**src/rtl/ccff_bitstream_loader.sv**
```systemverilog
// ccff_bitstream_loader: serializes valid/ready bitstream words MSB-first into a ccff configuration chain.
// Define CCFF_READBACK_EN to add a lossless readback stream of the old chain contents taken from ccff_tail.
module ccff_bitstream_loader #(
    parameter int CHAIN_LEN = 8,
    parameter int WORD_W    = 8,
    parameter int CNT_W     = $clog2(CHAIN_LEN + 1)
) (
    input  logic              prog_clk,
    input  logic              prog_reset,
    input  logic              start,
    input  logic [WORD_W-1:0] cfg_data,
    input  logic              cfg_valid,
    output logic              cfg_ready,
    output logic              ccff_head,
    output logic              chain_en,
    input  logic              ccff_tail,
    output logic              busy,
    output logic              done,
    output logic [CNT_W-1:0]  bit_count
`ifdef CCFF_READBACK_EN
    ,
    output logic [WORD_W-1:0] rb_data,
    output logic              rb_valid,
    input  logic              rb_ready
`endif
);
    localparam int BC_W = $clog2(WORD_W + 1);
    localparam logic [CNT_W-1:0] LEN  = CNT_W'(CHAIN_LEN);
    localparam logic [CNT_W-1:0] LAST = CNT_W'(CHAIN_LEN - 1);

    typedef enum logic [1:0] {IDLE, LOAD, DONE} state_t;

    state_t            state, state_next;
    logic [WORD_W-1:0] shift_buf;
    logic [BC_W-1:0]   buf_cnt, take;
    logic [CNT_W-1:0]  accepted, remaining;
    logic              shift_now, stall, accept, load_start, load_end;

    assign busy       = state == LOAD;
    assign done       = state == DONE;
    assign load_start = state == IDLE && start;
    assign shift_now  = busy && buf_cnt != '0 && !stall;
    assign chain_en   = shift_now;
    assign ccff_head  = shift_now && shift_buf[WORD_W-1];
    assign remaining  = LEN - accepted;
    assign take       = (int'(remaining) >= WORD_W) ? BC_W'(WORD_W) : BC_W'(remaining);
    // A new word may land on the same edge that shifts out the last buffered bit.
    assign cfg_ready  = busy && accepted < LEN && (buf_cnt == '0 || (buf_cnt == BC_W'(1) && shift_now));
    assign accept     = cfg_valid && cfg_ready;

    always_comb begin
        state_next = state;
        state_next = load_start ? LOAD : (busy && load_end) ? DONE : done ? IDLE : state;
    end

    always_ff @(posedge prog_clk) begin
        if (prog_reset) begin
            state     <= IDLE;
            shift_buf <= '0;
            buf_cnt   <= '0;
            accepted  <= '0;
            bit_count <= '0;
        end else begin
            state <= state_next;
            if (load_start) begin
                buf_cnt   <= '0;
                accepted  <= '0;
                bit_count <= '0;
            end else begin
                if (accept) begin
                    shift_buf <= cfg_data;
                    buf_cnt   <= take;
                    accepted  <= accepted + CNT_W'(take);
                end else if (shift_now) begin
                    shift_buf <= {shift_buf[WORD_W-2:0], 1'b0};
                    buf_cnt   <= buf_cnt - 1'b1;
                end
                if (shift_now)
                    bit_count <= bit_count + 1'b1;
            end
        end
    end

`ifdef CCFF_READBACK_EN
    logic [WORD_W-1:0] rb_sr, rb_next;
    logic [BC_W-1:0]   rb_cnt;
    logic              cap_last;

    assign rb_next  = {rb_sr[WORD_W-2:0], ccff_tail};
    assign cap_last = rb_cnt == BC_W'(WORD_W - 1) || bit_count == LAST;
    // Pause the chain only when the capture would overwrite an untaken readback word.
    assign stall    = rb_valid && !rb_ready && cap_last;
    assign load_end = bit_count == LEN && rb_valid && rb_ready;

    always_ff @(posedge prog_clk) begin
        if (prog_reset) begin
            rb_sr    <= '0;
            rb_cnt   <= '0;
            rb_data  <= '0;
            rb_valid <= 1'b0;
        end else if (load_start) begin
            rb_cnt <= '0;
        end else begin
            if (shift_now) begin
                rb_sr  <= rb_next;
                rb_cnt <= cap_last ? '0 : rb_cnt + 1'b1;
            end
            if (shift_now && cap_last) begin
                rb_data  <= rb_next << (BC_W'(WORD_W - 1) - rb_cnt);
                rb_valid <= 1'b1;
            end else if (rb_ready) begin
                rb_valid <= 1'b0;
            end
        end
    end
`else
    logic tail_unused;

    assign tail_unused = ccff_tail;
    assign stall       = 1'b0;
    assign load_end    = shift_now && bit_count == LAST;
`endif
endmodule

```
**config.mk**
```make
export PLATFORM = sky130hd
export DESIGN_NAME = ccff_bitstream_loader
export DESIGN_NICKNAME = d
export VERILOG_FILES = /design/src/rtl/ccff_bitstream_loader.sv
export SDC_FILE = /design/constraint.sdc
export NUM_CORES = 1
export LEC_CHECK = 0
export CAP_MARGIN = 30
export CORE_ASPECT_RATIO = 0.5
export CORE_UTILIZATION = 40
export DETAILED_ROUTE_END_ITERATION = 8
export GPL_ROUTABILITY_DRIVEN = 0
export PLACE_DENSITY_LB_ADDON = 0.3
export SYNTH_ARGS = -nofsm -noshare
export SYNTH_HDL_FRONTEND = slang
export SYNTH_SLANG_ARGS = --single-unit
```
**constraint.sdc**
```tcl
create_clock -name prog_clk -period 2.2 [get_ports prog_clk]
set_clock_uncertainty 0.05 [all_clocks]
set_input_delay 0.22 -clock prog_clk [delete_from_list [all_inputs] [get_ports prog_clk]]
set_output_delay 0.22 -clock prog_clk [all_outputs]
set_load 0.005 [all_outputs]
```
Yosys cells after proc, flatten, opt, wreduce, memory -nomap -nowiden
Index checks and enable logic that the tools add are counted.
{"block": "totals", "regBits": 22, "input_bits": 13, "word_cells": 43}
{"block": "op_classes", "addsub": 4, "n_lt_le_gt_ge": 2, "n_eq_ne": 4, "mux": 8, "bitwise_logic": 1, "n_reduce_logical": 18}
{"cell": "$mux W8", "count": 2}
{"cell": "$mux W4", "count": 3}
{"cell": "$logic_and A1 B1 Y1", "count": 9}
{"cell": "$add A4 B1 Y4 const B", "count": 1}
{"cell": "$add A4 B4 Y4", "count": 1}
{"cell": "$eq A4 B1 Y1 const B", "count": 1}
{"cell": "$eq A4 B3 Y1 const B", "count": 1}
{"cell": "$ge A4 B4 Y1 const B", "count": 1}
{"cell": "$logic_not A4 Y1", "count": 1}
{"cell": "$lt A4 B4 Y1 const B", "count": 1}
{"cell": "$mux W2", "count": 2}
{"cell": "$reduce_bool A2 Y1", "count": 2}
{"cell": "$reduce_bool A4 Y1", "count": 1}
{"cell": "$sub A4 B1 Y4 const B", "count": 1}
{"cell": "$sub A4 B4 Y4 const A", "count": 1}
{"cell": "$reduce_bool A3 Y1", "count": 1}
{"cell": "$eq A2 B1 Y1 const B", "count": 1}
{"cell": "$eq A2 B2 Y1 const B", "count": 1}
{"cell": "$logic_not A2 Y1", "count": 1}
{"cell": "$reduce_and A2 Y1", "count": 1}
{"cell": "$reduce_or A2 Y1", "count": 1}
{"cell": "$logic_or A1 B1 Y1", "count": 1}
{"cell": "$mux W1", "count": 1}
{"cell": "$not A1 Y1", "count": 1}

Longest topological paths before layout
{"block": "logic_depth", "depth_word": 8, "depth_mapped": 7}

Least setup slack after synthesis
Ideal clock, no wire load.
{"block": "synth_timing", "path_kind": "reg2reg", "startpoint": "reg accepted[0]", "endpoint": "reg accepted[2]", "arrival_ns": 1.475, "required_time_ns": 2.025, "slack_ns": 0.550, "path_stages_with_launch": 8, "n_path_buf": 1, "synth_period_minus_slack_ns": 1.650, "cell_sequence": "dfxtp_1 -> clkbuf_1 -> inv_1 -> ha_1 -> nor2b_1 -> a21o_1 -> a221oi_1 -> o31ai_1"}
{"block": "synth_between", "elab_chain_cells": 4, "elab_cells_between_ends": 8}
{"element": "from (decl)", "line": "36", "text": "logic [CNT_W-1:0] accepted, remaining;"}
{"element": "from (signal assigned)", "line": "73", "text": "accepted <= accepted + CNT_W'(take);"}
{"element": "$sub A4 B4 Y4 / $lt A4 B4 Y1 (equally long branches)", "line": "45, 48"}
{"element": "$ge A4 B4 Y1 / $logic_and A1 B1 Y1 (equally long branches)", "line": "46, 48"}
{"element": "$mux W4 / $logic_and A1 B1 Y1 (equally long branches)", "line": "46, 48"}
{"element": "$add A4 B4 Y4 / $logic_and A1 B1 Y1 (equally long branches)", "line": "73, 49"}
Several ways; a longest one is shown, not always the timed one.
A chain may end at the register's enable or synchronous reset.

Final worst setup path
{"block": "layout_timing", "startpoint": "reg buf_cnt[0]", "endpoint": "out ccff_head"}
{"block": "layout_between", "elab_chain_cells": 3}
{"element": "from (decl)", "line": "35", "text": "logic [BC_W-1:0] buf_cnt, take;"}
{"element": "from (signal assigned)", "line": "72", "text": "buf_cnt <= take;"}
{"element": "from (signal assigned)", "line": "76", "text": "buf_cnt <= buf_cnt - 1'b1;"}
{"element": "$reduce_bool A4 Y1", "line": "42", "text": "assign shift_now = busy && buf_cnt != '0 && !stall;"}
{"element": "$logic_and A1 B1 Y1", "line": "42"}
{"element": "$logic_and A1 B1 Y1", "line": "44", "text": "assign ccff_head = shift_now && shift_buf[WORD_W-1];"}
{"element": "to (decl)", "line": "14", "text": "output logic ccff_head,"}
Every way passes these cells.

==> key figures <==
STA
  • Endpoints failing setup: 0
  • Final Hold Vio Count: 0
  • RSZ-0062 raised after global routing: no
  • Slew margin rel.: 71.48%
  • Crit share post-route: 95.33%
  • Worst slew pin tran: 0.4270 ns
  • Slew Limit Fails: 0
  • Final Critical Period: 2.097 ns
  • Setup TNS: 0 ns
  • Fmax: 476.8 MHz

Critical path
  • Critical Path Start: buf_cnt[0]
  • Max Fanout on Critical Path: 5
  • Setup crit start kind: register
  • Reg2reg path depth: 6
  • Internal reg-to-reg setup slack: 0.48 ns
  • Crit Path Category: reg -> out
  • Reg2reg start: accepted[0]
  • Critical path endpoint: ccff_head
  • Critical Path Sink Type: output pin
  • CP arrival: 1.83 ns
  • Worst R2R End: accepted[2]
  • Req. time, crit path: 1.93 ns

Finish
  • ANT cells: 0
  • Area growth, synth to finish: 25.79%
  • Final net count: 171
  • Post-route design area: 1495 um2
  • Share of cells above drive strength 1: 12.58%

Synth
  • Post-synth top area cell: dfxtp_1
  • Fraction of registers with async set/reset: 0%
  • Synthesized cell area: 1189 um2
  • Post-Syn Area per Cell: 9.214 um2
  • Post-synth EDFFs: 0
  • Syn Nets: 147
  • Register area share after synthesis: 37.05%
  • Synth Flop Type: dfxtp_1
  • Synth top area share: 37.05%
  • Cells after Synth: 129
  • Count of different cell masters after synthesis: 40
  • Commonest cells in the netlist: dfxtp_1, nor2_1, a211oi_1, mux2i_1
  • Yosys Warn Count: 0
  • Flops & latches, synth: 22
  • Most common cell in the netlist: dfxtp_1
  • Top post-synthesis cells by area: dfxtp_1, mux2i_1, a211oi_1, nor2_1, ha_1

Power
  • Cell Pwr Density: 546.5 nW/um2
  • Leak Pwr: 0.5199 nW
  • Clock share of power: 29.6%
  • Reg power frac: 52.6%
  • Peak supply drop: 0.2102 mV
  • NetSw: 0.2022 mW
  • Comb pwr share: 17.9%
  • Sw Share: 24.75%
  • Internal power: 0.6149 mW

Global route
  • Vias in the first global route: 781
  • Initial antenna violation count: 0
  • Overall Global Routing Usage: 15.21%
  • First-pass GRT wire length: 3601 um
  • Largest net degree at the start of global routing: 17
  • Total grt overflow: 0

Clocking
  • Clk sinks: 22
  • Cts bufs inserted: 3
  • Clk_lat worst skew: 0.26 ns
  • H-tree Lvls: 1
  • Clock buffer depth: 2
  • TritonCTS clock tree: done
  • Reg clk slew, reported paths: 0.07 ns
  • Clock root cell: clkbuf_8

Detailed routing
  • Routed vias: 940
  • Initial DRC count: 32
  • Routed WL per cell: 11.89 um
  • DR DRC count: 0
  • Routed wire length: 2235 um
  • Post-route ant nets: 0
  • DRT Pass-1 Iters: 5
  • Vias per cell: 5.000

Floorplanning
  • Die height: 40.55 um
  • Std-Cell Rows: 13
  • Die width: 79.09 um
  • Effective utilization at floorplan: 44.02%
  • I/O pin count: 22
  • Die area: 3207 um2
  • Core area: 2700 um2

Run status
  • Status: finished, final reports clean

Place
  • Port bufs: 20
  • Post-DP Area: 1433 um2
  • DP Wirelength: 1718 um

Worst hold path
  • Tightest Hold Check Type: reg -> reg

Job
  • Max Cap Violations: 0
-- layout make-up --
cell class              instances  area, um2
fillers                       264       1205
multi-input cells              93      693.2
flip-flops and latches         22      441.7
repair buffers                 26      245.2
well taps                      37      46.29
clock buffers                   3      41.29
inverters                       7      27.53
-- sequential cells by signal (all words and copies together) (netlist names) --
register and flops:
bit_count 4, buf_cnt 4, shift_buf 8, state 2, accepted 4
-- how the worst min path moves through the flow --
stage / from / end / slack [ns] / depth (start not counted)
after floorplan: cfg_data[4] / shift_buf[4] / 0.35 / 2
after global placement: shift_buf[0] / shift_buf[0] / 0.43 / 2
after detailed placement: shift_buf[0] / shift_buf[0] / 0.43 / 2
after CTS: shift_buf[0] / shift_buf[0] / 0.44 / 2
after global routing: shift_buf[0] / shift_buf[0] / 0.47 / 2
final: shift_buf[0] / shift_buf[0] / 0.44 / 2
-- layer usage --
layer  track usage, %  wire length, um  up-vias
li1                 -                -      506
met1            20.11             1247      420
met2            24.35              893       10
met3            4.091               63        4
met4            5.455               31        0
met5                0                0        -
-- cells in the final DEF, fill, tap and decap left out, types with 2 or more instances in the layout --
cell,synthesis,final
a211oi_1,10,10
a21oi_1,6,6
buf_4,1,6
clkbuf_8,0,3
clkdlybuf4s50_1,0,20
dfxtp_1,22,21
ha_1,5,4
inv_1,6,5
mux2i_1,9,9
nand2_1,3,3
nor2_1,20,20
nor2b_1,4,4
nor3_1,3,3
nor3b_1,2,2
nor4_1,2,2
o21ai_0,2,2
xnor2_1,6,6
-- critical path, stage by stage, from the launching register on --
cell,delay [ns]
dfxtp_2,0.34
inv_1,0.11
ha_4,0.16
nor3b_4,0.29
nor2_8,0.06
and2_1,0.16
clkdlybuf4s50_1,0.44
-- power groups by stage --
stage                     registers [mW]  clock network (mW)  logic (mW)
after floorplan                    0.435                   0      0.0915
after global routing               0.432               0.269       0.162
final                              0.430               0.242       0.146
after global placement             0.438                   0       0.138
after CTS                          0.429               0.252       0.144
after detailed placement           0.438                   0       0.140
-- kinds of logic after synthesis --
group	synth area share, %
xor+xnor	4.421
simple gates	23.37
compound gates	16.63
mux	7.579
buf+inv	5.684
fa+ha+maj	5.263
flops	37.05
-- through the flow --
step	utilization, %	hold WS [ns]	instances	setup slack (ns)	total power, mW
after floorplan	-	0.3526	129	0.5495	0.5265
final	55.38	0.4426	188	0.1028	0.8171
after global routing	55.38	0.4662	188	0.001428	0.8628
after detailed placement	53.06	0.4299	184	0.2736	0.5780
after CTS	54.87	0.4422	188	0.003362	0.8250
after global placement	53.06	0.4261	184	0.3176	0.5760
-- timing repair --
action                     4_1_cts  5_1_grt
gates cloned                     0        0
gates resized for setup          0        4
hold buffers                     0        0
buffers inserted                 1        0
setup endpoints to repair        1        1
Note: power is estimated with default switching activity, not from simulation.
